==> src/rtl/ssd_display_driver.sv <==
// Converts a 13-bit binary value to BCD with a sequential double-dabble engine and
// scans the four digits onto an active-low multiplexed seven-segment display.
module ssd_display_driver #(
  parameter int REFRESH_DIV = 100000,
  parameter bit BLANK_LZ    = 1'b1
) (
  input  logic        clk,
  input  logic        rst,
  input  logic [12:0] value,
  output logic [3:0]  anode,
  output logic [6:0]  seg,
  output logic        busy,
  output logic        done
);

  localparam int             CW      = (REFRESH_DIV > 1) ? $clog2(REFRESH_DIV) : 1;
  localparam logic [CW-1:0]  REF_MAX = CW'(REFRESH_DIV - 1);

  typedef enum logic {IDLE, SHIFT} state_t;

  state_t        r_state;
  state_t        w_state_nxt;
  logic          w_start;
  logic          w_finish;

  logic [12:0]   r_src;
  logic [12:0]   r_shift;
  logic [15:0]   r_work;
  logic [3:0]    r_cnt;
  logic [15:0]   r_bcd;
  logic          r_busy;
  logic          r_done;
  logic [15:0]   w_adj;
  logic [15:0]   w_work_nxt;

  logic [CW-1:0] r_refresh;
  logic [1:0]    r_digit_sel;
  logic [3:0]    w_nib;
  logic [6:0]    w_seg;
  logic          w_blank;

  always_ff @(posedge clk or negedge rst) begin
    if (!rst) r_state <= IDLE;
    else      r_state <= w_state_nxt;
  end

  always_comb begin
    w_state_nxt = r_state;
    w_start     = 1'b0;
    w_finish    = 1'b0;
    case (r_state)
      IDLE: begin
        if (value != r_src) begin
          w_start     = 1'b1;
          w_state_nxt = SHIFT;
        end
      end
      SHIFT: begin
        if (r_cnt == 4'd12) begin
          w_finish    = 1'b1;
          w_state_nxt = IDLE;
        end
      end
      default: w_state_nxt = IDLE;
    endcase
  end

  // Add-3 correction on every nibble >= 5, then shift the next binary bit in.
  always_comb begin
    w_adj = r_work;
    for (int i = 0; i < 4; i++) begin
      if (r_work[4*i +: 4] >= 4'd5) w_adj[4*i +: 4] = r_work[4*i +: 4] + 4'd3;
    end
    w_work_nxt = {w_adj[14:0], r_shift[12]};
  end

  always_ff @(posedge clk or negedge rst) begin
    if (!rst) begin
      r_src   <= '0;
      r_shift <= '0;
      r_work  <= '0;
      r_cnt   <= '0;
      r_bcd   <= '0;
      r_busy  <= 1'b0;
      r_done  <= 1'b0;
    end else begin
      r_done <= w_finish;
      if (w_start) begin
        r_src   <= value;
        r_shift <= value;
        r_work  <= '0;
        r_cnt   <= '0;
        r_busy  <= 1'b1;
      end else if (r_state == SHIFT) begin
        r_work  <= w_work_nxt;
        r_shift <= {r_shift[11:0], 1'b0};
        r_cnt   <= r_cnt + 4'd1;
        if (w_finish) begin
          r_bcd  <= w_work_nxt;
          r_busy <= 1'b0;
        end
      end
    end
  end

  always_ff @(posedge clk or negedge rst) begin
    if (!rst) begin
      r_refresh   <= '0;
      r_digit_sel <= '0;
    end else if (r_refresh == REF_MAX) begin
      r_refresh   <= '0;
      r_digit_sel <= r_digit_sel + 2'd1;
    end else begin
      r_refresh   <= r_refresh + CW'(1);
    end
  end

  assign w_nib = r_bcd[4*r_digit_sel +: 4];

  // A digit blanks only when it and every more-significant digit are zero.
  always_comb begin
    w_blank = 1'b0;
    case (r_digit_sel)
      2'd3:    w_blank = BLANK_LZ && (r_bcd[15:12] == 4'd0);
      2'd2:    w_blank = BLANK_LZ && (r_bcd[15:8]  == 8'd0);
      2'd1:    w_blank = BLANK_LZ && (r_bcd[15:4]  == 12'd0);
      default: w_blank = 1'b0;
    endcase
  end

  always_comb begin
    w_seg = 7'b1111111;
    case (w_nib)
      4'd0:    w_seg = 7'b1000000;
      4'd1:    w_seg = 7'b1111001;
      4'd2:    w_seg = 7'b0100100;
      4'd3:    w_seg = 7'b0110000;
      4'd4:    w_seg = 7'b0011001;
      4'd5:    w_seg = 7'b0010010;
      4'd6:    w_seg = 7'b0000010;
      4'd7:    w_seg = 7'b1111000;
      4'd8:    w_seg = 7'b0000000;
      4'd9:    w_seg = 7'b0010000;
      default: w_seg = 7'b1111111;
    endcase
  end

  always_ff @(posedge clk or negedge rst) begin
    if (!rst) begin
      anode <= 4'b1111;
      seg   <= 7'b1111111;
    end else begin
      anode <= ~(4'b0001 << r_digit_sel);
      seg   <= w_blank ? 7'b1111111 : w_seg;
    end
  end

  assign busy = r_busy;
  assign done = r_done;

endmodule

==> config.mk <==
export PLATFORM = sky130hd
export DESIGN_NAME = ssd_display_driver
export DESIGN_NICKNAME = d
export VERILOG_FILES = /design/src/rtl/ssd_display_driver.sv
export SDC_FILE = /design/constraint.sdc
export NUM_CORES = 1
export LEC_CHECK = 0
export BUFFER_PORTS_ARGS = -buffer_cell sky130_fd_sc_hd__buf_2
export CAP_MARGIN = 25
export CORE_ASPECT_RATIO = 0.5
export CORE_UTILIZATION = 45
export CTS_CLUSTER_DIAMETER = 40
export DETAILED_ROUTE_END_ITERATION = 10
export HOLD_SLACK_MARGIN = 0.03
export PLACE_DENSITY = 0.67
export SLEW_MARGIN = 20
export SYNTH_ARGS = -nofsm -noshare
export SYNTH_HDL_FRONTEND = slang
export SYNTH_SLANG_ARGS = --single-unit
==> constraint.sdc <==
create_clock -name clk -period 4.42 [get_ports clk]
set_input_delay 0.442 -clock clk [delete_from_list [all_inputs] [get_ports clk]]
set_output_delay 0.442 -clock clk [all_outputs]
set_load 0.005 [all_outputs]
; ---- Yosys cells after proc, flatten, opt, wreduce, memory -nomap -nowiden
; Memories as Yosys holds them, arrays and structs flattened.
; Index checks and enable logic that the tools add are counted.
[word_totals]
in_bits = 15
rom_bits = 112
ff_bits = 95
mem_count = 1
wordCells = 64
out_inout_bits = 13
[op_classes]
addsub = 7
muxes = 22
eq_ne = 6
n_bitwise = 3
n_shift = 2
n_reduce_logical = 7
magnitude_cmp = 4
[memory_table]
columns = memory, depth, width, read_ports, rd_ports_with_merged_regs, wr, line
row1 = (no name shown), 16, 7, 1, 0, 0, 133  ; case (w_nib)
[ops]
columns = operator, count
row1 = 16-bit two-way mux, 2
row2 = 13-bit two-way mux, 2
row3 = 4-bit two-way mux, 5
row4 = 17-bit by 1-bit adder with 17-bit output (second input constant), 1
row5 = 17-bit == test (second input constant), 1
row6 = 17-bit two-way mux, 1
row7 = 4-bit by 3-bit >= comparator with 1-bit output (second input constant), 4
row8 = 16-bit by 5-bit indexed part select with 4-bit output, 1
row9 = 13-bit != test, 1
row10 = 4-bit by 2-bit adder with 4-bit output (second input constant), 3
row11 = 12-bit logical NOT, 1
row12 = 8-bit logical NOT, 1
row13 = 1-bit two-way mux, 8
row14 = 7-bit two-way mux, 1
row15 = 4-bit by 1-bit adder with 4-bit output (second input constant), 1
row16 = 2-bit == test (second input constant), 2
row17 = 4-bit == test (second input constant), 1
row18 = 4-bit logical NOT, 1
row19 = 4-bit inverter, 1
row20 = 2-bit nonzero test, 2
row21 = 1-bit by 2-bit left shift with 4-bit output (first input constant), 1
row22 = 3-bit by 2-bit adder with 3-bit output (second input constant), 1
row23 = 3-bit two-way mux, 1
row24 = 1-bit case mux with 3 select lines, 1
row25 = other kinds (6), 7

; ---- Depth between registers and ports, before layout
; Gate-level depths: netlist of run 1.
[logic_depth]
ltp_word = 6
depth_mapped = 9
mapped_depth_nobuf = 8

; ---- Least setup slack after synthesis of run 1
; OpenSTA, ideal clock, no wires.
[synth_path]
kind = input -> register
from = input port value[2]
to = register r_src[10]
stages = 6
path_buffers = 1
setup_time_ps = 128
slack_ps = 2457
t_arrival_ps = 1835
required_ps = 4292
cell_sequence = xnor2_1 -> nand4_1 -> nor4_4 -> nor2_2 -> buf_2 -> mux2_1
[synth_between]
elab_chain_len = 3
[synth_rtl]
columns = element, line
row1 = from (decl), 9  ; input logic [12:0] value,
row2 = 13-bit != test, 53  ; if (value != r_src) begin
row3 = 1-bit two-way mux, 53
row4 = 1-bit two-way mux, 51  ; case (r_state)
row5 = to (signal assigned), 89  ; r_src <= value;
row6 = to (decl), 26  ; logic [12:0] r_src;
; Every way passes these cells.
; A chain may end at the register's enable or synchronous reset.

; ---- Worst setup path in the final report of run 1
[layout_path]
from = register r_refresh[12]
to = register r_digit_sel[1]
[layout_between]
elab_chain_len = 1
[layout_rtl]
columns = element, line
row1 = from (decl), 36  ; logic [CW-1:0] r_refresh;
row2 = from (signal assigned), 114  ; r_refresh <= r_refresh + CW'(1);
row3 = 17-bit == test, 110  ; end else if (r_refresh == REF_MAX) begin
row4 = to (signal assigned), 112  ; r_digit_sel <= r_digit_sel + 2'd1;
row5 = to (decl), 37  ; logic [1:0] r_digit_sel;
; Every way passes these cells.

==> metrics.cfg, run 1 <==
[run_status]
status=complete, no violations

[setup_path]
critPathLaunchType=register
path_max_fanout=11
critical_path_required_ns=4.65
cp_slowest_cell=and3_1
r2r_slack_ns=2.40
cp_data_arrival_time_ns=2.25
slowest_delay_ns=0.47
crit_chain=nor4b_1 -> nand4_1 -> nor4_1 -> and3_1 -> mux2_2
crit_type=reg -> reg
worstSetupEndpointType=register

[floorplan]
die-area_mm2=0.0108
fp.dieH_um=73.8
start_util_pct=47.7
core_mm2=0.00973
ios=28
row_count=25
die-width_um=146

[sta]
fmax_mhz=495
rsz0062_at_grt=no
slew_violations=0
maxSlewHeadroom_pct=43.8
setup_viol_count_final=0
hold_violations=0
fin_crit_sh_pct=45.7
clock_skew_ns=0.00537
min_period_ns=2.02
tns_ns=0
worstMarginPinSlew_ns=0.844

[global_route]
antenna_found_initial=0
grt_pass1_vias=2924
grt_pass1_wl_um=14400
grtUsageTotal_pct=17.5
gr-total-overflow=0
grt_max_degree=67

[synth]
yosysSeqAreaShare_pct=51.5
syn_area_mm2=0.00464
synth_top_area_share_pct=45.3
ys_ff_latch=95
yosys.area.top_type=dfrtp_1
yosysWarnings=0
synth_nets=482
synth_area_leaders=dfrtp_1 45%, dfstp_2 6.2%, ha_1 5.7%
synth_cells=446
synth.distinct_cells=34
syn_area_per_cell_um2=10.4

[power]
total_power_mw=3.15
leakage_nw=2.27
p_per_area_mw_per_mm2=606
peakVddDrop_uv=251

[cells_and_area]
antenna_cells=0
syn2layout_area_growth_pct=12.0
fin_nets=506
final_common_cell=dfrtp_1
drive_above_1_share_pct=15.8
fillCellCount=872
layout_common_cells=84 x dfrtp_1, 52 x o21ai_0, 48 x nand2_1
utilization_pct=53.5

[placed_design]
gp_congestion=0.833
dp_hpwl_um=5570
port_buffers=27

[cts]
cts_tree=built
post-cts-setup-buffer-count=0
cts.htree.levels=3
clk_pin_slew_ns=0.06
cts_buffers=9
cts_resized=0
clockBufferDepth=2
clk-insertion-delay-late_ns=0.34
cts_sinks=95
cts_root_buf=clkbuf_16
holdBufCountCts=0

[detailed_routing]
antenna_left=0
via_count=3083
via_per_inst=5.05
routedWlPerCell_um=13.6
drcViolationCount=0
first_pass_iters=4
drt_wl_total_um=8320
drtIter0Drc=115

[flow_run]
maxCapViolations=0

[min_path]
hold_path_class=in -> async

layout make-up:
class                   instances  area, um2  share of cell area, %
flip-flops and latches         95       2390                   46.0
inverters                      27        101                   1.95
clock buffers                  14        284                   5.46
clock inverters                 2       12.5                  0.241
multi-input cells             306       2070                   39.9
well taps                     135        169                   3.25
repair buffers                 31        168                   3.22
cell usage after synthesis:
cell	count
nor4b_1	1
mux2_2	12
and3_1	3
o21ai_0	52
nor4_1	2
mux4_2	3
or4_1	2
inv_2	1
nor4_4	1
nand3_1	28
dfstp_2	11
and2_1	1
mux2_1	9
nor3_1	10
nand2_1	48
xnor2_1	29
nor2b_1	3
dfrtp_1	84
clkbuf_1	12
nor2_2	1
nand2b_1	4
inv_1	26
xor2_1	6
nor3b_1	1
a21oi_1	18
nand4_1	9
nor2_1	21
a21o_1	1
nand3b_1	1
buf_4	1
mux2i_1	19
ha_1	21
buf_1	2
buf_2	3
critical path, delay by kind of cell (launching register included):
family           cells  cell delay (ns)
DFF                  1             0.43
muxes                1             0.38
and+or+nand+nor      4             1.09
power breakdown:
group | leakage, nW | internal (mW) | switching [mW]
clock | 0.145 | 0.442 | 0.316
combinational | 0.949 | 0.460 | 0.527
sequential | 1.18 | 1.19 | 0.218
state kept, by name, indices dropped and copies added (netlist names):
register / count
r_digit_sel: 2
r_work: 16
r_src: 13
anode: 4
busy: 1
r_bcd: 16
r_cnt: 4
done: 1
r_state: 1
seg: 7
r_shift: 13
r_refresh: 17
worst paths after layout:
kind,start,to,cells past startpoint
hold reg to reg,r_refresh[0]$_DFF_PN0_,r_refresh[0]$_DFF_PN0_,1
hold / removal,rst,r_src[5]$_DFFE_PN0N_,1
max in group asynchronous,rst,seg[0]$_DFF_PN1_,2
min in group clk,value[5],r_src[5]$_DFFE_PN0N_,2
setup / recovery,r_refresh[12]$_DFF_PN0_,r_digit_sel[1]$_DFFE_PN0N_,5
setup reg to reg,r_refresh[12]$_DFF_PN0_,r_digit_sel[1]$_DFFE_PN0N_,5
metal layers:
layer  vias to the layer above  share of wire, %  global-route usage (%)
li1                       1561                 -                       -
met1                      1474                53                    23.9
met2                        39                42                    26.5
met3                         9               2.9                    4.91
met4                         0               1.5                    6.90
met5                         -                 0                       0
per-stage QoR:
step | instance area [um2] | hold slack (ns) | setup slack [ns] | std cells
final | 5200 | 0.185 | 2.40 | 610
after global routing | 5200 | 0.265 | 2.22 | 610
after CTS | 5200 | 0.234 | 2.38 | 610
after detailed placement | 4900 | 0.477 | 2.26 | 594
after global placement | 4900 | 0.465 | 2.30 | 594
after floorplan | 4640 | 0.146 | 2.46 | 446
cell families (layout without fill, tap and decap cells):
logic type               Yosys count  in the layout  synth area share (%)
AO/OA/AOI/OAI                     71             71                  7.71
XOR/XNOR                          35             35                  6.60
adder cells (fa/ha/maj)           21             21                  5.66
buffers and inverters             45             74                  3.80
flip-flops                        95             95                  51.5
multiplexers                      43             43                  10.6
AND/OR/NAND/NOR                  136            136                  14.1
No activity file was read; power rests on OpenSTA's default activity.
==> run 2, diff against run 1 <==
--- a/config.mk
+++ b/config.mk
@@ -12,7 +12,7 @@
 export CTS_CLUSTER_DIAMETER = 40
 export DETAILED_ROUTE_END_ITERATION = 10
 export HOLD_SLACK_MARGIN = 0.03
-export PLACE_DENSITY = 0.67
+export PLACE_DENSITY = 0.69
 export SLEW_MARGIN = 20
 export SYNTH_ARGS = -nofsm -noshare
 export SYNTH_HDL_FRONTEND = slang
==> constraint.sdc (replaced) <==
create_clock -name clk -period 1.8 [get_ports clk]
set_input_delay 0.18 -clock clk [delete_from_list [all_inputs] [get_ports clk]]
set_output_delay 0.18 -clock clk [all_outputs]
set_load 0.005 [all_outputs]
==> metrics.cfg, run 2 (same netlist as run 1, synthesis figures left out) <==
[cells_and_area]
syn2layout_area_growth_pct=16.9
fillCellCount=815  ; -6.5%
final_area_mm2=0.00543  ; +4.4%
biggestRegsByFlops=r_refresh x17, r_bcd x16, r_work x16
drive_above_1_share_pct=21.1  ; +5.3 points
antenna_cells=0  ; unchanged
fin_nets=523  ; +3.4%
utilization_pct=55.8  ; +2.3 points
regMostFlops=r_refresh
final_cells=627  ; +2.8%
final_common_cell=dfrtp_1
layout_common_cells=82 x dfrtp_1, 48 x nand2_1, 42 x o21ai_0
largest_reg_flops=17  ; unchanged

[run_status]
status=complete, no violations

[detailed_routing]
antenna_left=0  ; unchanged
routedWlPerCell_um=13.6  ; -0.28%
via_count=3145  ; +2.0%
drt_wl_total_um=8530  ; +2.5%
drtIter0Drc=136  ; +18%
via_per_inst=5.02  ; -0.75%
drcViolationCount=0  ; unchanged
first_pass_iters=4  ; unchanged

[setup_path]
r2r_slack_ns=0.03  ; -2.37 ns
timing.rr.start=r_src[4]$_DFFE_PN0N_
path_max_fanout=6  ; -5
r2r_cells=7  ; +2
cp_data_arrival_time_ns=1.98  ; -0.27 ns
r2r_end=r_shift[11]$_DFFE_PN0P_
crit_type=reg -> reg
worstSetupEndpointType=register
cp_slowest_cell=dfrtp_1
crit_chain=xnor2_2 -> nand4_1 -> nor4_4 -> buf_6 -> buf_4 -> mux2i_1 -> o21ai_0
crit_start=r_src[4]$_DFFE_PN0N_
critical_path_required_ns=2.01  ; -2.64 ns
slowest_delay_ns=0.42  ; -0.05 ns
crit_path_end=r_shift[11]$_DFFE_PN0P_
critPathLaunchType=register

[sta]
hold_violations=0  ; unchanged
min_period_ns=1.77  ; -0.247 ns
clock_skew_ns=0.00733  ; +0.00197 ns
slew_violations=0  ; unchanged
worstMarginPinSlew_ns=0.505  ; -0.339 ns
timing.hold.ws_ns=0.113  ; -0.0718 ns
setup_viol_count_final=0  ; unchanged
rsz0062_at_grt=yes
maxSlewHeadroom_pct=66.3  ; +23 points
fmax_mhz=564  ; +14%
fin_crit_sh_pct=98.5  ; +53 points

[power]
leakage_nw=2.39  ; +5.0%
total_power_mw=7.85  ; +150%
peakVddDrop_uv=553  ; +120%
p_per_area_mw_per_mm2=1450  ; +140%

[placed_design]
gp_congestion=0.792  ; -5.0%
dp_hpwl_um=5880  ; +5.6%
postPlaceCellArea_mm2=0.00500  ; +1.9%
port_buffers=27  ; unchanged
dp.cells=605  ; +1.9%

[floorplan]
fp.dieH_um=73.8  ; unchanged
die-area_mm2=0.0108  ; unchanged
core_mm2=0.00973  ; unchanged
row_count=25  ; unchanged
ios=28  ; unchanged
start_util_pct=47.7  ; unchanged
die-width_um=146  ; unchanged

[global_route]
antenna_found_initial=0  ; unchanged
grtUsageTotal_pct=17.3  ; -0.17 points
grt_pass1_wl_um=14300  ; -0.34%
grt_max_degree=39  ; -42%
gr-total-overflow=0  ; unchanged
grt_pass1_vias=2893  ; -1.1%

[cts]
cts_tree=built
clk_pin_slew_ns=0.07  ; about the same
cts_root_buf=clkbuf_16
clockBufferDepth=2  ; unchanged
cts_sinks=95  ; unchanged
clk-insertion-delay-late_ns=0.34  ; about the same
cts.htree.levels=3  ; unchanged
cts_buffers=9  ; unchanged

[min_path]
hold_path_class=in -> reg
hold_start=value[11]

[flow_run]
maxCapViolations=0  ; unchanged

==> run 2: per-stage QoR <==
stage | TNS (ns) | setup WS [ns]
finish | 0 | 0.0264
global route | -2.05 | -0.117
CTS | 0 | 0.0216
detailed placement | -0.178 | -0.0919
global placement | 0 | 0.00772
floorplan | -0.574 | -0.0610
==> run 2: how the worst min path moves through the flow <==
| stage | end | slack, ns | cells after the start |
|---|---|---|---|
| final | r_src[11]$_DFFE_PN0N_ | 0.11 | 2 |
| after global routing | r_src[11]$_DFFE_PN0N_ | 0.11 | 2 |
| after CTS | r_src[11]$_DFFE_PN0N_ | 0.10 | 2 |
| after global placement | r_src[4]$_DFFE_PN0N_ | 0.13 | 1 |
| after detailed placement | r_src[5]$_DFFE_PN0N_ | 0.13 | 1 |
| after floorplan | busy$_DFFE_PN0P_ | -0.12 | 0 |
==> run 2: per-layer routing <==
layer	global-route usage, %	wire (um)	vias to the layer above
li1	-	-	1600
met1	23.4	4270	1484
met2	27.2	3850	51
met3	4.16	297	10
met4	7.02	115	0
met5	0	0	-
==> run 2: power by group <==
part	switching, mW	leakage [nW]	internal [mW]
clock network	0.786	0.142	1.06
registers	0.541	1.17	2.92
logic	1.32	1.07	1.23
==> run 2: layout make-up <==
| class | count | area [um2] | area share, % |
|---|---|---|---|
| Tap cell | 135 | 169 | 3.11 |
| Inverter | 27 | 101 | 1.87 |
| Clock buffer | 13 | 270 | 4.98 |
| Multi-Input combinational cell | 306 | 2140 | 39.4 |
| Clock inverter | 3 | 25.0 | 0.461 |
| Timing Repair Buffer | 48 | 330 | 6.09 |
| Sequential cell | 95 | 2390 | 44.1 |
==> run 2: what timing repair did <==
item	4_1_cts	5_1_grt
pin swaps	1	7
gates resized for setup	3	24
hold buffers	1	0
hold endpoints to repair	26	0
gates cloned	0	0
setup buffers	3	2
setup endpoints to repair	15	51
==> run 2: critical path, delay by kind of cell, from the launching register on <==
kind	cells	cell delay, ns
multiplexers	1	0.17
flip-flops	1	0.42
buffers and inverters	2	0.32
AND/OR/NAND/NOR	2	0.47
AO/OA/AOI/OAI	1	0.09
XOR/XNOR	1	0.18
